<file path="src/rtl/pri_req_latch.sv">
// Request-capture stage ahead of the priority encoder: synchronizes raw request
// lines, latches rising edges as sticky pending bits and serves the highest one.
module pri_req_latch #(
    parameter int WIDTH = 16,
    parameter int IDX_W = 4
) (
    input  logic             clock,
    input  logic             reset,
    input  logic             enable,
    input  logic [WIDTH-1:0] req_in,
    input  logic             out_ready,
    input  logic             clr_overrun,
    output logic             out_valid,
    output logic [IDX_W-1:0] out_idx,
    output logic [WIDTH-1:0] pending,
    output logic [IDX_W:0]   pending_cnt,
    output logic [WIDTH-1:0] overrun
);

    logic [WIDTH-1:0] s1;
    logic [WIDTH-1:0] s2;
    logic [WIDTH-1:0] s3;
    logic [WIDTH-1:0] rise;
    logic [WIDTH-1:0] take;

    // Later iterations overwrite earlier ones, so the highest set bit wins.
    function automatic logic [IDX_W-1:0] top_index(input logic [WIDTH-1:0] v);
        logic [IDX_W-1:0] idx;
        idx = '0;
        for (int i = 0; i < WIDTH; i++) begin
            if (v[i]) idx = IDX_W'(i);
        end
        return idx;
    endfunction

    function automatic logic [IDX_W:0] pop_count(input logic [WIDTH-1:0] v);
        logic [IDX_W:0] cnt;
        cnt = '0;
        for (int i = 0; i < WIDTH; i++) begin
            cnt = cnt + (IDX_W+1)'(v[i]);
        end
        return cnt;
    endfunction

    // Two-flop synchronizer plus one history flop for edge detection.
    always_ff @(posedge clock or posedge reset) begin
        if (reset) begin
            s1 <= '0;
            s2 <= '0;
            s3 <= '0;
        end else begin
            s1 <= req_in;
            s2 <= s1;
            s3 <= s2;
        end
    end

    assign rise        = s2 & ~s3;
    assign out_idx     = top_index(pending);
    assign out_valid   = enable & (|pending);
    assign pending_cnt = pop_count(pending);

    always_comb begin
        take = '0;
        for (int i = 0; i < WIDTH; i++) begin
            take[i] = out_valid & out_ready & (out_idx == IDX_W'(i));
        end
    end

    // A fresh edge coinciding with acceptance re-arms the bit and is not an overrun.
    always_ff @(posedge clock or posedge reset) begin
        if (reset) begin
            pending <= '0;
            overrun <= '0;
        end else begin
            pending <= rise | (pending & ~take);
            overrun <= (rise & pending & ~take) | (overrun & ~{WIDTH{clr_overrun}});
        end
    end

endmodule

</file>
<file path="config.mk">
export PLATFORM = sky130hd
export DESIGN_NAME = pri_req_latch
export DESIGN_NICKNAME = d
export VERILOG_FILES = /design/src/rtl/pri_req_latch.sv
export SDC_FILE = /design/constraint.sdc
export NUM_CORES = 1
export LEC_CHECK = 0
export ABC_AREA = 0
export CORE_MARGIN = 2
export CORE_UTILIZATION = 53
export CTS_BUF_LIST = sky130_fd_sc_hd__clkbuf_8
export CTS_CLUSTER_SIZE = 10
export DETAILED_ROUTE_END_ITERATION = 7
export GPL_TIMING_DRIVEN = 0
export MAX_ROUTING_LAYER = met4
export PLACE_DENSITY = 0.93
export SYNTH_ARGS = -nofsm -noshare
export SYNTH_HDL_FRONTEND = slang
export SYNTH_SLANG_ARGS = --single-unit
</file>
<file path="constraint.sdc">
create_clock -name clock -period 4.05 [get_ports clock]
set_input_delay 0.405 -clock clock [delete_from_list [all_inputs] [get_ports clock]]
set_output_delay 0.405 -clock clock [all_outputs]
set_load 0.05 [all_outputs]
</file>
After elaboration in Yosys (flattened, before gate mapping)

Cells that the tools add are included.

Memories: 0
Output and inout bits: 42
Register bits after elaboration: 80
Bits in latches: 0
Logic and storage cells: 80
ROM bits: 0
Memory bits (writable): 0
Bits of input ports: 21

Magnitude comparators: 0
Divide/modulo/power cells: 0
Mux-type cells: 15
Reductions and logical operators: 2
Shift-type cells: 0
Multipliers: 0
Eq/ne operators: 15
Add/subtract/negate cells: 15
Bitwise operators: 28

Operator list:

| cell               | count |
|---|---|
| $and 16x16->16     | 5 |
| $mux 4             | 14 |
| $add 5x1->5        | 11 |
| $not 16->16        | 3 |
| $eq 4x4->1 const B | 8 |
| $or 16x16->16      | 2 |
| $and 1x1->1        | 18 |
| $eq 4x3->1 const B | 4 |
| $reduce_or 16->1   | 1 |
| $eq 4x2->1 const B | 2 |
| $add 4x1->5        | 1 |
| $add 3x1->4        | 1 |
| $eq 4x1->1 const B | 1 |
| $logic_not 4->1    | 1 |
| $add 2x1->3        | 1 |
| $add 1x1->2        | 1 |
| $mux 1             | 1 |

Depth between registers and ports, before layout

Gate-level depths: netlist (run 1).

Depth in word-level cells: 20
Mapped depth: 12

Worst setup path after synthesis (run 1)

No wires, ideal clock.

Kind: register to output
From: register pending[7]
To: output pending_cnt[2]
Arrival time: 4,198 ps
Buffers on the path: 0
Slack: -553 ps
Cell stages (with the launch flop): 11
Cell sequence: dfrtp_1 > inv_1 > fa_1 > fa_1 > fa_1 > fa_1 > inv_1 > ha_1 > inv_1 > fa_1 > xnor2_1

Longest elaborated chain between the ends: 9

RTL lines:

| what                     | line | RTL |
|---|---|---|
| from (decl)              | 15   | `output logic [WIDTH-1:0] pending,` |
| from (signal assigned)   | 76   | `pending <= rise \| (pending & ~take);` |
| $add 5x1->5 (9 in a row) | 40   | `cnt = cnt + (IDX_W+1)'(v[i]);` |
| to (decl)                | 16   | `output logic [IDX_W:0] pending_cnt,` |

No other way between the ends.

Final worst setup path (run 1)

From: register pending[3]
To: output pending_cnt[4]

Longest elaborated chain between the ends: 13

RTL lines:

| what                      | line |
|---|---|
| $add 3x1->4               | 40 |
| $add 4x1->5               | 40 |
| $add 5x1->5 (11 in a row) | 40 |

No other way between the ends.

==> run summary, run 1 <==
clk_lat worst skew: 0.35 ns
Synth Warn #: 0
die area: 0.00665 mm²
flip-flop and latch count after synthesis: 80
routability cong.: 0.906
Avg Inst Size Synth: 12.9 µm²
num ports: 63
routed wire length: 6920 µm
largest net degree at the start of global routing: 81
Worst VDD drop: 388 µV
via count: 2198
dpl hpwl: 4720 µm
list of most frequent post-synthesis cells: dfrtp_1 (80), inv_1 (40), nand2b_1 (15)
Yosys top cell by area: dfrtp_1
final hold vios: 0
slowest CP cell: fa_2
Initial Util: 0.545
CP Cell Sequence: fa_1 -> inv_1 -> fa_1 -> fa_2 -> fa_1 -> inv_2 -> ha_4 -> inv_2 -> fa_2 -> nor2b_1 -> o21a_2 -> buf_8
number of flops mapped to enable cells by yosys: 0
ANT nets after route: 0
CTS sink count: 80
CTS tree: yes
residual DRC count: 0
proportion of netlist area held by the largest area contributor: 0.628
buffer type at the clock tree root: clkbuf_8
Hold Crit Class: flip-flop to flip-flop
DP Worst Slack: -0.604 ns
area of the core: 0.00585 mm²
Synth async-reset ratio: 1.00
count leader, synth: dfrtp_1
FMAX: 233 MHz
worst setup margin: -0.233 ns
R2R cell count: 7
Pre-Repair DR Iteration Count: 5
max_cap viols: 0
crit-path leading delay family: adder cells
WS Path Type: flip-flop to output pin
Max Root-Sink Buffers: 2
Max stage delay on crit path: 0.57 ns
share of layout cells above drive strength 1: 0.193
RSZ-0062 raised after global routing: yes
synthesized area: 0.00319 mm²
Clock transition at path regs: 0.08 ns
GRT Overall Usage: 0.237
setup violators final: 4
Post-synth top flop: dfrtp_1
Die Ht: 81.6 µm
Worst EP required: 3.64 ns
# diodes: 0
CTS buffer count: 9
# port buffers: 62
area grow syn2layout: 34.1%
number of global-route vias before repair: 2271
Die Span X: 81.6 µm
most used cell, CP: fa_1
Reg2Reg Setup Slack: 1.79 ns
status: finished, violations left
actual slew at the worst max-slew pin: 0.921 ns
P per Cell Area: 468 mW/mm²
row count: 28
initial antenna violation count: 0
global-route wire length before repair: 11100 µm
setup_tns: -0.722 ns
post-route insts no fill: 411
synth unique cells: 40
H-tree Lvls: 3
LEAKAGE: 1.94 nW
Crit path arrival time: 3.88 ns
routed vias/inst: 5.35
Crit path depth: 12
Tcrit/Tclk final: 1.06
clk_skew: 0.00583 ns
routed len/inst: 16.8 µm
hold depth: 0
Placed Instances: 385
Rel. slew slack: 0.386
Max Fanout on Critical Path: 6
Final Max Tran Viols: 0
Syn Nets: 285
Critical Path Source Type: flip-flop
Crit. End Element: output pin
sequential fraction of the synthesis area: 0.628
fill count: 403
clock period minus worst slack: 4.28 ns
gr ovfl total: 0
failing checks: setup timing
Area contributors post-synth: dfrtp_1 (63%), fa_1 (6.3%), inv_1 (4.7%)
drt initial violations: 184
fin nets: 368
CP Buf/Inv Count: 4
Gate Count Post-Synth: 248
-- power breakdown --
group	switching (W)	leakage, nW	internal [W]
combinational	0.000300	0.932	0.000195
clock	0.000292	0.113	0.000349
sequential	0.0000252	0.896	0.000841
-- layer usage --
metal,track usage,wire length [µm],vias to the layer above
li1,-,-,1006
met1,0.315,2920,1106
met2,0.365,3530,71
met3,0.0462,374,15
met4,0.0967,97,0
met5,-,0,-
-- cell type report --
| type | instances | area, µm² | share of cell area |
|---|---|---|---|
| Clock buffer | 9 | 124 | 0.0290 |
| Multi-Input combinational cell | 123 | 1050 | 0.247 |
| Buffer | 3 | 26.3 | 0.00615 |
| Tap cell | 75 | 93.8 | 0.0219 |
| Sequential cell | 80 | 2010 | 0.471 |
| Clock inverter | 7 | 96.3 | 0.0225 |
| Timing Repair Buffer | 72 | 707 | 0.165 |
| Inverter | 42 | 160 | 0.0375 |
-- stage by stage --
stage               cell area [µm²]  hold WS [ns]  power (W)   util
global route                   4280         0.359    0.00209  0.731
finish                         4280         0.353    0.00200  0.731
detailed placement             3950         0.336    0.00133  0.675
CTS                            4240         0.354    0.00200  0.724
global placement               3950         0.332    0.00131  0.674
floorplan                      3230         0.331    0.00118      -
-- timing repair --
| item | in CTS | in global routing |
|---|---|---|
| gates resized for setup | 36 | 7 |
| hold endpoints to repair | 0 | 0 |
| endpoints found under the setup margin | 5 | 5 |
| setup buffers | 7 | 3 |
| hold buffers | 0 | 0 |
| gates cloned | 0 | 0 |
| pin swaps | 4 | 6 |
-- cells in the final DEF, fill, tap and decap left out, types with 8 or more instances in the layout --
master           count
nor2_1               8
inv_1               36
o22ai_1             13
nand2_1             13
clkbuf_8             9
nand2b_1            15
clkdlybuf4s50_1     57
dfrtp_1             71
dfrtp_2              9
buf_4                8
-- path summary, 6_finish.rpt --
path | startpoint | to
setup / recovery | pending[3] | pending_cnt[4]
hold / removal | s1[6] | s2[6]
setup reg to reg | pending[11] | overrun[4]
hold reg to reg | s1[6] | s2[6]
max in group asynchronous | reset | pending[1]
min in group asynchronous | reset | s1[8]
-- worst register-to-register path: stages, from the launching register on --
cell and delay [ns]:
dfrtp_2 0.42, buf_4 0.14, buf_6 0.13, or4_4 0.54, nor4_4 0.32, nand2_1 0.20
o31ai_2 0.25, o22ai_1 0.12
-- state kept, by name, summed over array words and instances, names as in the netlist --
register / flops
s2: 16
s3: 16
pending: 16
s1: 16
overrun: 16
-- cell families (layout without fill, tap and decap cells) --
group / Yosys count / count (layout) / share of synthesized area
AOI/OAI and AO/OA: 41 / 41 / 0.102
xor gates and xnor gates: 2 / 2 / 0.00549
adders and majority gates: 16 / 16 / 0.0863
buffers and inverters: 45 / 133 / 0.0577
DFF: 80 / 80 / 0.628
and+or+nand+nor: 64 / 64 / 0.120
Power figures use the tool's default switching activity.
==> run 2, diff against run 1 <==
--- a/config.mk
+++ b/config.mk
@@ -6,6 +6,7 @@
 export NUM_CORES = 1
 export LEC_CHECK = 0
 export ABC_AREA = 0
+export CORE_ASPECT_RATIO = 0.75
 export CORE_MARGIN = 2
 export CORE_UTILIZATION = 53
 export CTS_BUF_LIST = sky130_fd_sc_hd__clkbuf_8
@@ -14,6 +15,7 @@
 export GPL_TIMING_DRIVEN = 0
 export MAX_ROUTING_LAYER = met4
 export PLACE_DENSITY = 0.93
+export RECOVER_POWER = 50
 export SYNTH_ARGS = -nofsm -noshare
 export SYNTH_HDL_FRONTEND = slang
 export SYNTH_SLANG_ARGS = --single-unit
==> run 2 against run 1 <==
Against the previous run:
- count of clock-buffer cells in the layout up 1
- largest power group unchanged
- the run ends with capacitance limit, slew limit, setup timing left
- critical path type unchanged
- sequential share of layout area up 0.24 points
- fmax up 0.40%
- wire length down 1.6%
==> run summary, run 2 (same netlist as run 1, synthesis figures left out) <==
number of global-route vias before repair: 2198 (was 2271)
clock period minus worst slack: 4.27 ns (was 4.28 ns)
Crit. End Element: output pin (unchanged)
routed vias/inst: 5.20 (was 5.35)
fin util: 0.730 (was 0.731)
Worst EP required: 3.64 ns (about the same)
Crit path arrival time: 3.86 ns (was 3.88 ns)
WS Path Type: flip-flop to output pin (unchanged)
worst setup path startpoint: pending[5] (was pending[3])
LEAKAGE: 1.92 nW (was 1.94 nW)
Tcrit/Tclk final: 1.05 (was 1.06)
most common cell after layout, fill and taps aside: dfrtp_1 (unchanged)
HP Start: s1[15] (was s1[6])
Max Fanout on Critical Path: 5 (was 6)
# diodes: 0 (unchanged)
Die Ht: 71.2 µm (was 81.6 µm)
routability cong.: 0.859 (was 0.906)
Clock transition at path regs: 0.08 ns (about the same)
Hold Crit Class: flip-flop to flip-flop (unchanged)
R2R cell count: 8 (was 7)
drt initial violations: 260 (was 184)
Top Layer Used: met4 (unchanged)
num ports: 63 (unchanged)
fin nets: 369 (was 368)
FMAX: 234 MHz (was 233 MHz)
buffer type at the clock tree root: clkbuf_8 (unchanged)
largest net degree at the start of global routing: 81 (unchanged)
worst setup margin: -0.216 ns (was -0.233 ns)
clk_skew: 0.00928 ns (was 0.00583 ns)
Pre-Repair DR Iteration Count: 4 (was 5)
reg2reg end: overrun[4] (unchanged)
Worst VDD drop: 276 µV (was 388 µV)
Reg2Reg Launch Point: pending[11] (unchanged)
residual DRC count: 0 (unchanged)
Post-Route M1 WL: 2780 µm (was 2920 µm)
setup_tns: -0.673 ns (was -0.722 ns)
final hold vios: 0 (unchanged)
hold depth: 0 (unchanged)
clk_lat worst skew: 0.36 ns (was 0.35 ns)
actual slew at the worst max-slew pin: 1.86 ns (was 0.921 ns)
Die Span X: 93.6 µm (was 81.6 µm)
CTS sink count: 80 (unchanged)
initial antenna violation count: 0 (unchanged)
DP Worst Slack: -0.641 ns (was -0.604 ns)
Initial Util: 0.547 (was 0.545)
CTS buffer count: 9 (unchanged)
GRT Overall Usage: 0.233 (was 0.237)
# hold bufs at CTS: 0 (unchanged)
share of layout cells above drive strength 1: 0.214 (was 0.193)
Max Root-Sink Buffers: 2 (unchanged)
setup violators final: 4 (unchanged)
status: finished, violations left (unchanged)
gr ovfl total: 0 (unchanged)
hold worst-path end: s2[15] (was s2[6])
ANT nets after route: 0 (unchanged)
area grow syn2layout: 33.4% (was 34.1%)
Rel. slew slack: -0.243 (was 0.386)
routed wire length: 6810 µm (was 6920 µm)
fill count: 395 (was 403)
dpl hpwl: 4740 µm (was 4720 µm)
max_cap viols: 1 (was 0)
metal3 WL: 494 µm (was 374 µm)
area of the core: 0.00583 mm² (was 0.00585 mm²)
RSZ-0062 raised after global routing: yes (unchanged)
routed len/inst: 16.4 µm (was 16.8 µm)
Critical Path Source Type: flip-flop (unchanged)
global-route wire length before repair: 11100 µm (about the same)
via count: 2159 (was 2198)
CTS tree: yes (unchanged)
Reg2Reg Setup Slack: 1.83 ns (was 1.79 ns)
die area: 0.00666 mm² (was 0.00665 mm²)
H-tree Lvls: 3 (unchanged)
met2 wire len: 3430 µm (was 3530 µm)
most frequent cells in the layout: dfrtp_1 (71), clkdlybuf4s50_1 (40), inv_1 (33) (was dfrtp_1 (71), clkdlybuf4s50_1 (57), inv_1 (36))
failing checks: capacitance limit, slew limit, setup timing (was setup timing)
P per Cell Area: 441 mW/mm² (was 468 mW/mm²)
# port buffers: 62 (unchanged)
row count: 24 (was 28)
Final Max Tran Viols: 81 (was 0)
[run 2: changes by cell type in the layout (fill, tap and decap cells not counted), sizes merged]
cell / before / now
bufinv: 2 / 0
clkbuf: 11 / 12
inv: 44 / 42
clkdlybuf4s50: 57 / 40
dlygate4sd3: 0 / 17
buf: 16 / 17
clkinv: 2 / 5
[run 2: repair_timing]
action | 4_1_cts | 5_1_grt
setup endpoints to repair | 5 | 5
setup buffers | 6 | 4
pin swaps | 5 | 7
resized for setup | 36 | 15
[run 2: routing by layer]
metal,vias up,GRT usage
met5,-,-
met4,0,0.0934
met3,12,0.0788
met2,79,0.349
met1,1061,0.298
li1,1007,-
[run 2: where the power goes]
| group | internal [W] | switching, W |
|---|---|---|
| Clock | 0.000236 | 0.000281 |
| Sequential | 0.000841 | 0.0000241 |
| Combinational | 0.000194 | 0.000301 |
[run 2: worst max-delay path by stage]
| stage | to | slack (ns) | cells after the start |
|---|---|---|---|
| after floorplan | pending_cnt[3] | 0.03 | 10 |
| after global placement | pending_cnt[3] | -0.51 | 11 |
| after detailed placement | pending_cnt[3] | -0.64 | 11 |
| after CTS | pending_cnt[4] | -0.26 | 12 |
| after global routing | pending_cnt[2] | -0.30 | 12 |
| final | pending_cnt[2] | -0.22 | 12 |
[run 2: worst max-delay path, stage by stage (launching register included)]
cell and delay (ns):
dfrtp_2 0.38, inv_2 0.07, fa_1 0.57, fa_2 0.46
fa_2 0.55, fa_2 0.43, inv_2 0.08, ha_4 0.14
inv_2 0.04, fa_2 0.35, buf_6 0.14, xnor2_4 0.13
buf_6 0.17
[run 2: cell type report]
class | instances | area (µm²) | area share
inverters | 42 | 159 | 0.0374
clock inverters | 6 | 36.3 | 0.00853
multi-input cells | 123 | 1070 | 0.252
well taps | 78 | 97.6 | 0.0229
plain buffers | 3 | 26.3 | 0.00618
flip-flops and latches | 80 | 2010 | 0.473
clock buffers | 10 | 138 | 0.0324
repair buffers | 73 | 712 | 0.167
[run 2: stage by stage]
| stage | std cells | hold WS [ns] | total power (W) | cell area [µm²] |
|---|---|---|---|---|
| floorplan | 248 | 0.331 | 0.00118 | 3230 |
| global placement | 388 | 0.332 | 0.00131 | 3950 |
| detailed placement | 389 | 0.335 | 0.00133 | 3980 |
| CTS | 411 | 0.347 | 0.00186 | 4210 |
| global route | 415 | 0.356 | 0.00196 | 4250 |
| finish | 415 | 0.348 | 0.00188 | 4250 |
==> run 3, diff against run 2 <==
--- a/config.mk
+++ b/config.mk
@@ -10,6 +10,7 @@
 export CORE_MARGIN = 2
 export CORE_UTILIZATION = 53
 export CTS_BUF_LIST = sky130_fd_sc_hd__clkbuf_8
+export CTS_CLUSTER_DIAMETER = 50
 export CTS_CLUSTER_SIZE = 10
 export DETAILED_ROUTE_END_ITERATION = 7
 export GPL_TIMING_DRIVEN = 0
==> results of run 3 <==
The final DEF is identical to that of run 2; final timing and power are the same.
